**config.mk**
```make
export PLATFORM = sky130hd
export DESIGN_NAME = ofdm_frame_gate
export DESIGN_NICKNAME = d
export VERILOG_FILES = /design/src/rtl/ofdm_frame_gate_pkg.sv /design/src/rtl/axi_fifo_flop.sv /design/src/rtl/ofdm_frame_gate.sv
export SDC_FILE = /design/constraint.sdc
export NUM_CORES = 1
export LEC_CHECK = 0
export BUFFER_PORTS_ARGS = -buffer_cell sky130_fd_sc_hd__buf_2
export CORE_UTILIZATION = 60
export CTS_CLUSTER_SIZE = 24
export DETAILED_ROUTE_END_ITERATION = 10
export HOLD_SLACK_MARGIN = 0.06
export PLACE_DENSITY_LB_ADDON = 0.05
export SLEW_MARGIN = 30
export SYNTH_ARGS = -nofsm -noshare
export SYNTH_HDL_FRONTEND = slang
export SYNTH_SLANG_ARGS = --single-unit
```
**constraint.sdc**
```tcl
create_clock -name clk -period 9.4 [get_ports clk]
set_input_delay 0 -clock clk [delete_from_list [all_inputs] [get_ports clk]]
set_output_delay 0 -clock clk [all_outputs]
set_load 0.02 [all_outputs]
```
**src/rtl/ofdm_frame_gate_pkg.sv**
```systemverilog
// Shared definitions for the OFDM frame gate: register map, FSM encoding and
// status word layout.
package ofdm_frame_gate_pkg;

  localparam int unsigned REG_SYM_LEN  = 0;
  localparam int unsigned REG_NUM_SYMS = 1;
  localparam int unsigned REG_HOLDOFF  = 2;
  localparam int unsigned REG_CTRL     = 3;

  typedef enum logic [1:0] {
    StIdle    = 2'd0,
    StActive  = 2'd1,
    StHoldoff = 2'd2
  } state_e;

  localparam int unsigned RB_STATE_LSB     = 0;
  localparam int unsigned RB_BUSY_BIT      = 2;
  localparam int unsigned RB_ENABLE_BIT    = 3;
  localparam int unsigned RB_DROPPED_LSB   = 16;
  localparam int unsigned RB_FRAME_CNT_LSB = 32;

  // Last index of a count where a programmed zero behaves as one.
  function automatic logic [15:0] last_idx16(input logic [15:0] n);
    return (n == 16'd0) ? 16'd0 : n - 16'd1;
  endfunction

  function automatic logic [7:0] last_idx8(input logic [7:0] n);
    return (n == 8'd0) ? 8'd0 : n - 8'd1;
  endfunction

endpackage

```
**src/rtl/axi_fifo_flop.sv**
```systemverilog
// Single-entry AXI-stream register stage with full throughput when the sink
// is ready; synchronous clear flushes the held beat.
module axi_fifo_flop #(
  parameter int unsigned WIDTH = 32
) (
  input  logic             clk,
  input  logic             reset_n,
  input  logic             clear,
  input  logic [WIDTH-1:0] i_tdata,
  input  logic             i_tvalid,
  output logic             i_tready,
  output logic [WIDTH-1:0] o_tdata,
  output logic             o_tvalid,
  input  logic             o_tready
);

  logic [WIDTH-1:0] data_q, data_d;
  logic             valid_q, valid_d;

  assign i_tready = ~valid_q | o_tready;
  assign o_tdata  = data_q;
  assign o_tvalid = valid_q;

  always_comb begin
    data_d  = data_q;
    valid_d = valid_q;
    if (clear) begin
      data_d  = '0;
      valid_d = 1'b0;
    end else if (i_tvalid && i_tready) begin
      data_d  = i_tdata;
      valid_d = 1'b1;
    end else if (o_tready) begin
      valid_d = 1'b0;
    end
  end

  always_ff @(posedge clk or negedge reset_n) begin
    if (!reset_n) begin
      data_q  <= '0;
      valid_q <= 1'b0;
    end else begin
      data_q  <= data_d;
      valid_q <= valid_d;
    end
  end

endmodule

```
**src/rtl/ofdm_frame_gate.sv**
```systemverilog
// Frame sequencer after the Schmidl-Cox detector: forwards num_syms symbols of
// sym_len samples per trigger, marks symbol ends, then enforces a holdoff.
module ofdm_frame_gate
  import ofdm_frame_gate_pkg::*;
#(
  parameter int unsigned BASE = 0
) (
  input  logic        clk,
  input  logic        reset_n,
  input  logic        set_stb,
  input  logic [7:0]  set_addr,
  input  logic [31:0] set_data,
  output logic [63:0] rb_data,
  input  logic [31:0] i_tdata,
  input  logic        i_tuser,
  input  logic        i_tlast,
  input  logic        i_tvalid,
  output logic        i_tready,
  output logic [31:0] o_tdata,
  output logic        o_tuser,
  output logic        o_tlast,
  output logic        o_tvalid,
  input  logic        o_tready
);

  logic [15:0] sym_len_q, sym_len_d, holdoff_q, holdoff_d;
  logic [7:0]  num_syms_q, num_syms_d;
  logic        enable_q, enable_d, clear_q, clear_d;
  state_e      state_q, state_d;
  logic [15:0] samp_cnt_q, samp_cnt_d, hold_cnt_q, hold_cnt_d;
  logic [7:0]  sym_cnt_q, sym_cnt_d;
  logic [31:0] frame_count_q, frame_count_d;
  logic [15:0] dropped_q, dropped_d;
  logic [15:0] sh_samp_last_q, sh_samp_last_d, sh_holdoff_q, sh_holdoff_d;
  logic [7:0]  sh_sym_last_q, sh_sym_last_d;

  logic        fifo_in_ready, trig_start, pass, beat, fwd, sym_end, frame_end;
  logic [15:0] cur_samp, samp_last, hold_eff;
  logic [7:0]  cur_sym, sym_last;
  logic [33:0] fifo_out;
  logic        unused_inputs;

  assign unused_inputs = ^{i_tlast, set_data[31:16]};

  // The trigger beat is evaluated against the live config, which the shadows
  // receive on the same edge, so a one-beat frame closes immediately.
  assign trig_start = (state_q == StIdle) & i_tuser & enable_q;
  assign pass       = (state_q == StActive) | trig_start;
  assign i_tready   = reset_n & (pass ? fifo_in_ready : 1'b1);
  assign beat       = i_tvalid & i_tready;
  assign fwd        = beat & pass & ~clear_q;
  assign cur_samp   = trig_start ? 16'd0 : samp_cnt_q;
  assign cur_sym    = trig_start ? 8'd0 : sym_cnt_q;
  assign samp_last  = trig_start ? last_idx16(sym_len_q) : sh_samp_last_q;
  assign sym_last   = trig_start ? last_idx8(num_syms_q) : sh_sym_last_q;
  assign hold_eff   = trig_start ? holdoff_q : sh_holdoff_q;
  assign sym_end    = (cur_samp == samp_last);
  assign frame_end  = sym_end & (cur_sym == sym_last);

  axi_fifo_flop #(
    .WIDTH(34)
  ) u_out_reg (
    .clk     (clk),
    .reset_n (reset_n),
    .clear   (clear_q),
    .i_tdata ({trig_start, sym_end, i_tdata}),
    .i_tvalid(fwd),
    .i_tready(fifo_in_ready),
    .o_tdata (fifo_out),
    .o_tvalid(o_tvalid),
    .o_tready(o_tready)
  );

  assign o_tuser = fifo_out[33];
  assign o_tlast = fifo_out[32];
  assign o_tdata = fifo_out[31:0];

  always_comb begin
    rb_data = '0;
    rb_data[RB_STATE_LSB +: 2]      = state_q;
    rb_data[RB_BUSY_BIT]            = (state_q != StIdle) | o_tvalid;
    rb_data[RB_ENABLE_BIT]          = enable_q;
    rb_data[RB_DROPPED_LSB +: 16]   = dropped_q;
    rb_data[RB_FRAME_CNT_LSB +: 32] = frame_count_q;
  end

  always_comb begin
    sym_len_d      = sym_len_q;
    num_syms_d     = num_syms_q;
    holdoff_d      = holdoff_q;
    enable_d       = enable_q;
    clear_d        = 1'b0;
    state_d        = state_q;
    samp_cnt_d     = samp_cnt_q;
    sym_cnt_d      = sym_cnt_q;
    hold_cnt_d     = hold_cnt_q;
    frame_count_d  = frame_count_q;
    dropped_d      = dropped_q;
    sh_samp_last_d = sh_samp_last_q;
    sh_sym_last_d  = sh_sym_last_q;
    sh_holdoff_d   = sh_holdoff_q;

    if (set_stb) begin
      if (set_addr == 8'(BASE + REG_SYM_LEN))  sym_len_d  = set_data[15:0];
      if (set_addr == 8'(BASE + REG_NUM_SYMS)) num_syms_d = set_data[7:0];
      if (set_addr == 8'(BASE + REG_HOLDOFF))  holdoff_d  = set_data[15:0];
      if (set_addr == 8'(BASE + REG_CTRL)) begin
        enable_d = set_data[0];
        clear_d  = set_data[1];
      end
    end

    if (clear_q) begin
      state_d       = StIdle;
      samp_cnt_d    = '0;
      sym_cnt_d     = '0;
      hold_cnt_d    = '0;
      frame_count_d = '0;
      dropped_d     = '0;
    end else begin
      unique case (state_q)
        StIdle: begin
          if (beat && trig_start) begin
            sh_samp_last_d = samp_last;
            sh_sym_last_d  = sym_last;
            sh_holdoff_d   = holdoff_q;
          end
        end
        StActive, StHoldoff: begin
          if (beat && i_tuser && dropped_q != 16'hFFFF) dropped_d = dropped_q + 16'd1;
          if (beat && state_q == StHoldoff) begin
            if (hold_cnt_q == sh_holdoff_q - 16'd1) begin
              state_d    = StIdle;
              hold_cnt_d = '0;
            end else begin
              hold_cnt_d = hold_cnt_q + 16'd1;
            end
          end
        end
        default: state_d = StIdle;
      endcase

      if (fwd) begin
        if (frame_end) begin
          frame_count_d = frame_count_q + 32'd1;
          samp_cnt_d    = '0;
          sym_cnt_d     = '0;
          hold_cnt_d    = '0;
          state_d       = (hold_eff == 16'd0) ? StIdle : StHoldoff;
        end else if (sym_end) begin
          samp_cnt_d = '0;
          sym_cnt_d  = cur_sym + 8'd1;
          state_d    = StActive;
        end else begin
          samp_cnt_d = cur_samp + 16'd1;
          sym_cnt_d  = cur_sym;
          state_d    = StActive;
        end
      end
    end
  end

  always_ff @(posedge clk or negedge reset_n) begin
    if (!reset_n) begin
      sym_len_q      <= '0;
      num_syms_q     <= '0;
      holdoff_q      <= '0;
      enable_q       <= 1'b0;
      clear_q        <= 1'b0;
      state_q        <= StIdle;
      samp_cnt_q     <= '0;
      sym_cnt_q      <= '0;
      hold_cnt_q     <= '0;
      frame_count_q  <= '0;
      dropped_q      <= '0;
      sh_samp_last_q <= '0;
      sh_sym_last_q  <= '0;
      sh_holdoff_q   <= '0;
    end else begin
      sym_len_q      <= sym_len_d;
      num_syms_q     <= num_syms_d;
      holdoff_q      <= holdoff_d;
      enable_q       <= enable_d;
      clear_q        <= clear_d;
      state_q        <= state_d;
      samp_cnt_q     <= samp_cnt_d;
      sym_cnt_q      <= sym_cnt_d;
      hold_cnt_q     <= hold_cnt_d;
      frame_count_q  <= frame_count_d;
      dropped_q      <= dropped_d;
      sh_samp_last_q <= sh_samp_last_d;
      sh_sym_last_q  <= sh_sym_last_d;
      sh_holdoff_q   <= sh_holdoff_d;
    end
  end

endmodule

```
==> impl_metrics.csv, run 1 <==
group,metric,value,unit
sta,final-max-slew-violation-count,0,
setup_path,worst_ep_arrival_time,4.71,ns
clock_network,cts_buffer_depth,3,
synth,ys_warn_count,0,
floorplanning,die_x,138,um
cells_and_area,area_growth,19.1,%
synth,synth_seq_area_share,46.4,%
clock_network,numCtsBuffers,23,
setup_path,cp_data_required_time,9.82,ns
synth,ys_seq_elements,207,
sta,finClkSkew,0.0166,ns
clock_network,cts.clk_slew.worst_paths,0.06,ns
power_and_ir_drop,p_per_area,181,nW/um^2
placed_design,dpl.cell_count,1496,
placed_design,hpwl,18300,um
synth,synth_cell_types,67,
synth,avgSynthCellArea,9.52,um^2
power_and_ir_drop,vdd_drop_max,0.000167,V
synth,synth_area,11200,um^2
floorplanning,core_area,18100,um^2
cells_and_area,diodes,0,
floorplanning,rows,49,
clock_network,cts_tree,"built",
sta,period_minus_slack,4.29,ns
synth,async_flop_share,100,%
floorplanning,start_util,61.7,%
placed_design,gp_congestion,0.828,
cells_and_area,fin_nets,1441,
cells_and_area,final_common_cell,"dfrtp_1",
sta,setup_viol,0,
global_routing,grt_pass1_wl,46800,um
min_path,whs_path_depth,5,
sta,fin_setup_tns,0,ns
min_path,min_path_type,"input pin to flip-flop",
placed_design,place_ws,5.18,ns
synth,synthFlopType,"dfrtp_1",
placed_design,portBuffers,149,
global_routing,grt_antenna_before_repair,0,
global_routing,globalRouteOverflowTotal,0,
setup_path,crit_fanout,58,
sta,finalHoldViolCount,0,
floorplanning,die-area,19200,um^2
cells_and_area,final_cells,1592,
synth,synth_edf_count,0,
setup_path,r2r_start,"sym_len_q[0]",
outcome,status,"finished, violations left",
sta,fmax,233,MHz
setup_path,startpoint,"sym_len_q[0]",
clock_network,cts_resized,0,
sta,relSlewSlack,43.2,%
setup_path,path_class,"flip-flop to flip-flop",
sta,grt_setup_unrepaired,"no",
power_and_ir_drop,p_leak,6.20,nW
route,vias,9520,
sta,tightestPinTransition,0.849,ns
flow_run,cap_violations,0,
sta,worst_slack,5.11,ns
setup_path,cp-end-kind,"flip-flop",
global_routing,track_usage,29.8,%
floorplanning,die_y,138,um
min_path,worstHoldStart,"i_tuser",
floorplanning,io_pins,179,
clock_network,clockRootBuffer,"clkbuf_16",
setup_path,r2r_cells,11,
global_routing,grt_max_degree,92,
sta,min_period_over_period,45.6,%
cells_and_area,drive_above_1_share,20.0,%
min_path,hold_end,"dropped_q[0]",
global_routing,grt_pass1_vias,9131,
setup_path,r2r_end,"frame_count_q[8]",
route,ant_nets,0,
route,drt_pass1_iterations,8,
route,drc,26,
route,wl,27800,um
clock_network,cts_sinks,207,
synth,postSynthCellCount,1172,
clock_network,cts.htree.levels,1,
route,wire_per_inst,17.5,um
setup_path,cp-start-kind,"flip-flop",
route,via_per_inst,5.98,
clock_network,insertion_delay,0.52,ns
cells_and_area,final_cell_mix,"dfrtp_1 (206), nand2_1 (149), buf_2 (149)",
route,drt_iter0_markers,617,
clock_network,postCtsSetupRepairBufs,0,
outcome,failed_checks,"design-rule violations",
setup_path,reg2reg_slack,5.11,ns
power_and_ir_drop,p_total,2.41,mW
-- repair_timing --
item / CTS / global route
hold buffers: 58 / 0
endpoints found under the hold margin: 132 / 0
setup endpoints to repair: 0 / 0
-- sequential cells by signal, summed over array words and instances (netlist names) --
register,count
num_syms_q,8
u_out_reg.o_tdata,34
sh_samp_last_q,16
enable_q,1
sym_len_q,16
sym_cnt_q,8
hold_cnt_q,16
samp_cnt_q,16
sh_sym_last_q,8
holdoff_q,16
state_q,2
u_out_reg.o_tvalid,1
dropped_q,16
sh_holdoff_q,16
clear_q,1
frame_count_q,32
-- final cells by class --
cell class	instances	area, um^2
Clock buffer	35	661
Clock inverter	3	46.3
Fill cell	1343	4790
Inverter	27	101
Multi-Input combinational cell	870	5570
Sequential cell	207	5180
Tap cell	229	287
Timing Repair Buffer	221	1450
-- kinds of logic after synthesis --
kind of cell | count (synthesis) | share of synthesized area, %
other cells | 1 | 0.0336
mux | 61 | 6.08
compound gates | 230 | 13.0
fa+ha+maj | 12 | 1.35
buf+inv | 106 | 4.36
simple gates | 469 | 22.0
flops | 207 | 46.4
xor+xnor | 86 | 6.75
-- worst max-delay path, stage by stage, from the launching register on --
cell     delay [ns]
dfrtp_1        0.45
inv_1          0.15
ha_1           0.21
or3b_2         0.52
nor4_1         0.38
xnor2_1        0.20
nand2_1        0.14
o31a_4         0.39
or3_2          0.65
buf_4          0.37
or4_1          0.55
a21oi_1        0.17
-- cell usage after synthesis, types with 13 or more instances --
library cell    n  area (um^2)
nand2_1       149          559
nand3_1        44          220
nand4_1        27          169
o21ai_0        46          230
xnor2_1        46          403
xor2_1         40          350
dfrtp_1       207         5180
nor3_1         22          110
nor4_1         19          119
a21oi_1        77          385
o31ai_1        48          360
inv_1          27          101
mux2_2         54          608
buf_4          15          113
and3_1         22          138
clkbuf_1       57          214
or4_1          33          248
nor2_1         71          267
a31oi_1        13         81.3
-- through the flow --
step | util, % | hold WS, ns | instance area [um^2]
after floorplan | - | -0.296 | 11200
after global placement | 66.3 | 0.00884 | 12000
after detailed placement | 66.3 | 0.0143 | 12000
after CTS | 73.4 | 0.102 | 13300
after global routing | 73.5 | 0.115 | 13300
final | 73.5 | 0.0651 | 13300
-- how the worst max path moves through the flow --
| stage | end | depth (start not counted) |
|---|---|---|
| floorplan | frame_count_q[30] | 12 |
| global placement | frame_count_q[8] | 9 |
| detailed placement | frame_count_q[8] | 11 |
| CTS | frame_count_q[8] | 11 |
| global route | frame_count_q[8] | 11 |
| finish | frame_count_q[8] | 11 |
-- metal layers --
metal	part of all wire [%]	wire (um)	GRT usage [%]	up-vias
met5	0	0	0	-
met1	45	12500	42.0	4633
met3	4.1	1140	3.53	51
met4	2.4	663	8.52	0
li1	-	-	-	4585
met2	48	13500	48.7	251
-- where the power goes --
group / leakage (nW) / switching [mW] / internal (mW)
Combinational: 3.06 / 0.301 / 0.189
Sequential: 2.81 / 0.0745 / 0.982
Clock: 0.340 / 0.350 / 0.508
Total: 6.20 / 0.726 / 1.68
No activity file was read; power rests on OpenSTA's default activity.
==> run 2: changes to the inputs <==
--- a/config.mk
+++ b/config.mk
@@ -5,8 +5,9 @@
 export SDC_FILE = /design/constraint.sdc
 export NUM_CORES = 1
 export LEC_CHECK = 0
+export ABC_AREA = 1
 export BUFFER_PORTS_ARGS = -buffer_cell sky130_fd_sc_hd__buf_2
-export CORE_UTILIZATION = 60
+export CORE_UTILIZATION = 53
 export CTS_CLUSTER_SIZE = 24
 export DETAILED_ROUTE_END_ITERATION = 10
 export HOLD_SLACK_MARGIN = 0.06
==> constraint.sdc (replaced) <==
create_clock -name clk -period 3.8 [get_ports clk]
set_input_delay 0 -clock clk [delete_from_list [all_inputs] [get_ports clk]]
set_output_delay 0 -clock clk [all_outputs]
set_load 0.02 [all_outputs]
==> impl_metrics.csv, run 2 <==
group,metric,value,unit
placed_design,gp_congestion,0.930,
route,vias,11700,
cells_and_area,diodes,0,
placed_design,dpl.cell_count,2122,
floorplanning,die_y,156,um
power_and_ir_drop,p_per_area,452,nW/um^2
route,wl,32900,um
floorplanning,core_area,23400,um^2
global_routing,grt_pass1_wl,54100,um
sta,relSlewSlack,41.1,%
sta,min_period_over_period,83.1,%
floorplanning,die-area,24400,um^2
synth,synthFlopType,"dfrtp_1",
placed_design,portBuffers,149,
setup_path,crit_fanout,13,
sta,fmax,317,MHz
setup_path,worst_ep_arrival_time,3.54,ns
synth,synth_area,12600,um^2
sta,grt_setup_unrepaired,"no",
clock_network,cts_tree,"built",
synth,postSynthCellCount,1696,
sta,finalHoldViolCount,0,
clock_network,postCtsSetupRepairBufs,0,
outcome,status,"finished clean",
route,wire_per_inst,14.8,um
clock_network,cts.htree.levels,1,
sta,final-max-slew-violation-count,0,
clock_network,cts_buffer_depth,3,
power_and_ir_drop,p_leak,7.76,nW
clock_network,clockRootBuffer,"clkbuf_16",
synth,yosysMostFrequentCell,"nand2_1",
synth,async_flop_share,100,%
clock_network,cts_sinks,207,
sta,fin_setup_tns,0,ns
cells_and_area,fillers,2154,
synth,synthTopCellsByCount,"nand2_1 (512), dfrtp_1 (207), inv_1 (174), nor2_1 (149), nand3_1 (139)",
sta,worst_slack,0.641,ns
clock_network,cts.clk_slew.worst_paths,0.06,ns
min_path,min_path_type,"input pin to async pin",
clock_network,insertion_delay,0.53,ns
floorplanning,die_x,156,um
global_routing,globalRouteOverflowTotal,0,
setup_path,cp-end-kind,"flip-flop",
synth,synth_edf_count,0,
route,via_per_inst,5.25,
setup_path,cp_data_required_time,4.18,ns
route,drt_pass1_iterations,5,
setup_path,path_class,"flip-flop to flip-flop",
synth,synth_area_leaders,"dfrtp_1 (41%), nand2_1 (15%), nand3_1 (5.5%), inv_1 (5.2%), nor2_1 (4.4%)",
route,ant_nets,0,
cells_and_area,fin_nets,1980,
placed_design,place_ws,0.683,ns
cells_and_area,final_cell_mix,"nand2_1 (512), dfrtp_1 (207), inv_1 (174)",
route,drc,0,
global_routing,grt_antenna_before_repair,0,
clock_network,numCtsBuffers,25,
synth,avgSynthCellArea,7.43,um^2
power_and_ir_drop,vdd_drop_max,0.000381,V
sta,period_minus_slack,3.16,ns
synth,ys_seq_elements,207,
cells_and_area,final_common_cell,"nand2_1",
cells_and_area,drive_above_1_share,14.0,%
clock_network,cts_resized,0,
synth,ys_warn_count,0,
route,drt_iter0_markers,791,
cells_and_area,area_growth,18.8,%
synth,synth_top_area_share,41.1,%
global_routing,grt_max_degree,71,
cells_and_area,final_cells,2227,
cells_and_area,largest_register_ffs,34,
placed_design,hpwl,22700,um
synth,yosysTopAreaCell,"dfrtp_1",
sta,tightestPinTransition,0.881,ns
floorplanning,io_pins,179,
floorplanning,rows,56,
sta,setup_viol,0,
power_and_ir_drop,p_total,6.77,mW
sta,finClkSkew,0.0115,ns
global_routing,track_usage,27.4,%
setup_path,cp-start-kind,"flip-flop",
flow_run,cap_violations,0,
synth,synth_cell_types,52,
synth,synth_seq_area_share,41.1,%
global_routing,grt_pass1_vias,10900,
floorplanning,start_util,53.8,%
==> run 2: cell count changes after synthesis, sizes merged, moves of 37 or more <==
cell and delta:
nor2 +95, nand3 +113, mux2 -54, o21ai +74, nand2 +373, or4 -37
inv +150, a21oi -66, o31ai -43
==> run 2: kinds of logic (layout without fill, tap and decap cells) <==
group | Yosys count | count (layout) | share of synthesized area (%)
AND/OR/NAND/NOR | 955 | 955 | 34.2
buffers and inverters | 248 | 449 | 8.64
flip-flops | 207 | 207 | 41.1
AO/OA/AOI/OAI | 191 | 191 | 9.07
XOR/XNOR | 82 | 82 | 5.81
adder cells (fa/ha/maj) | 12 | 12 | 1.19
other | 1 | 12 | 0.0298
==> run 2: through the flow <==
stage	instance area (um^2)	utilization, %	hold WS (ns)
finish	15000	64.0	0.0725
floorplan	12600	-	-0.296
global placement	13500	57.7	-0.0774
CTS	14900	63.9	0.0633
detailed placement	13500	57.7	-0.0685
global route	15000	64.0	0.0979
==> run 2: repair_timing <==
action / 4_1_cts / 5_1_grt
hold buffers: 57 / 1
setup endpoints to repair: 0 / 0
endpoints found under the hold margin: 157 / 3
==> run 2: path summary, 6_finish.rpt <==
check | from | end | slack [ns] | cells after the start
max in group asynchronous | reset_n | u_out_reg.o_tdata[19] | 2.51 | 4
max | sym_len_q[0] | samp_cnt_q[15] | 0.64 | 15
min in group clk | set_addr[3] | sym_len_q[10] | 0.08 | 5
min reg2reg | sh_sym_last_q[7] | sh_sym_last_q[7] | 0.47 | 2
max reg2reg | sym_len_q[0] | samp_cnt_q[15] | 0.64 | 15
min | reset_n | hold_cnt_q[2] | 0.07 | 3
==> run 2: worst max-delay path, stage by stage, from the launching register on <==
cell     delay [ns]
dfrtp_1        0.38
inv_1          0.14
ha_1           0.32
nand2_4        0.11
o21ai_0        0.21
nand2_1        0.13
nand3_2        0.11
nand3_1        0.08
nand2_1        0.06
nand2_1        0.06
nor2_1         0.14
nand2_1        0.10
nor2_4         0.34
nand2_4        0.20
nand2_1        0.45
o21ai_0        0.15
==> run 2: final cells by class <==
type	count	area, um^2	share of cell area [%]
Clock buffer	37	721	4.81
Clock inverter	9	128	0.853
Inverter	179	672	4.49
Multi-Input combinational cell	1252	6380	42.6
Sequential cell	207	5180	34.6
Tap cell	319	399	2.67
Timing Repair Buffer	224	1490	9.95
==> run 2: power by group <==
| group | internal [mW] | leakage (nW) | switching (mW) | total [mW] |
|---|---|---|---|---|
| logic | 0.612 | 4.65 | 1.01 | 1.62 |
| registers | 2.47 | 2.69 | 0.210 | 2.68 |
| clock network | 1.51 | 0.419 | 0.950 | 2.46 |
| total | 4.60 | 7.76 | 2.17 | 6.77 |
==> run 2: metal layers <==
layer	routed length [um]	vias to the layer above	global-route usage, %
li1	-	5864	-
met2	15700	287	45.6
met5	0	-	0
met4	828	0	7.70
met3	1430	62	2.97
met1	15000	5476	37.7
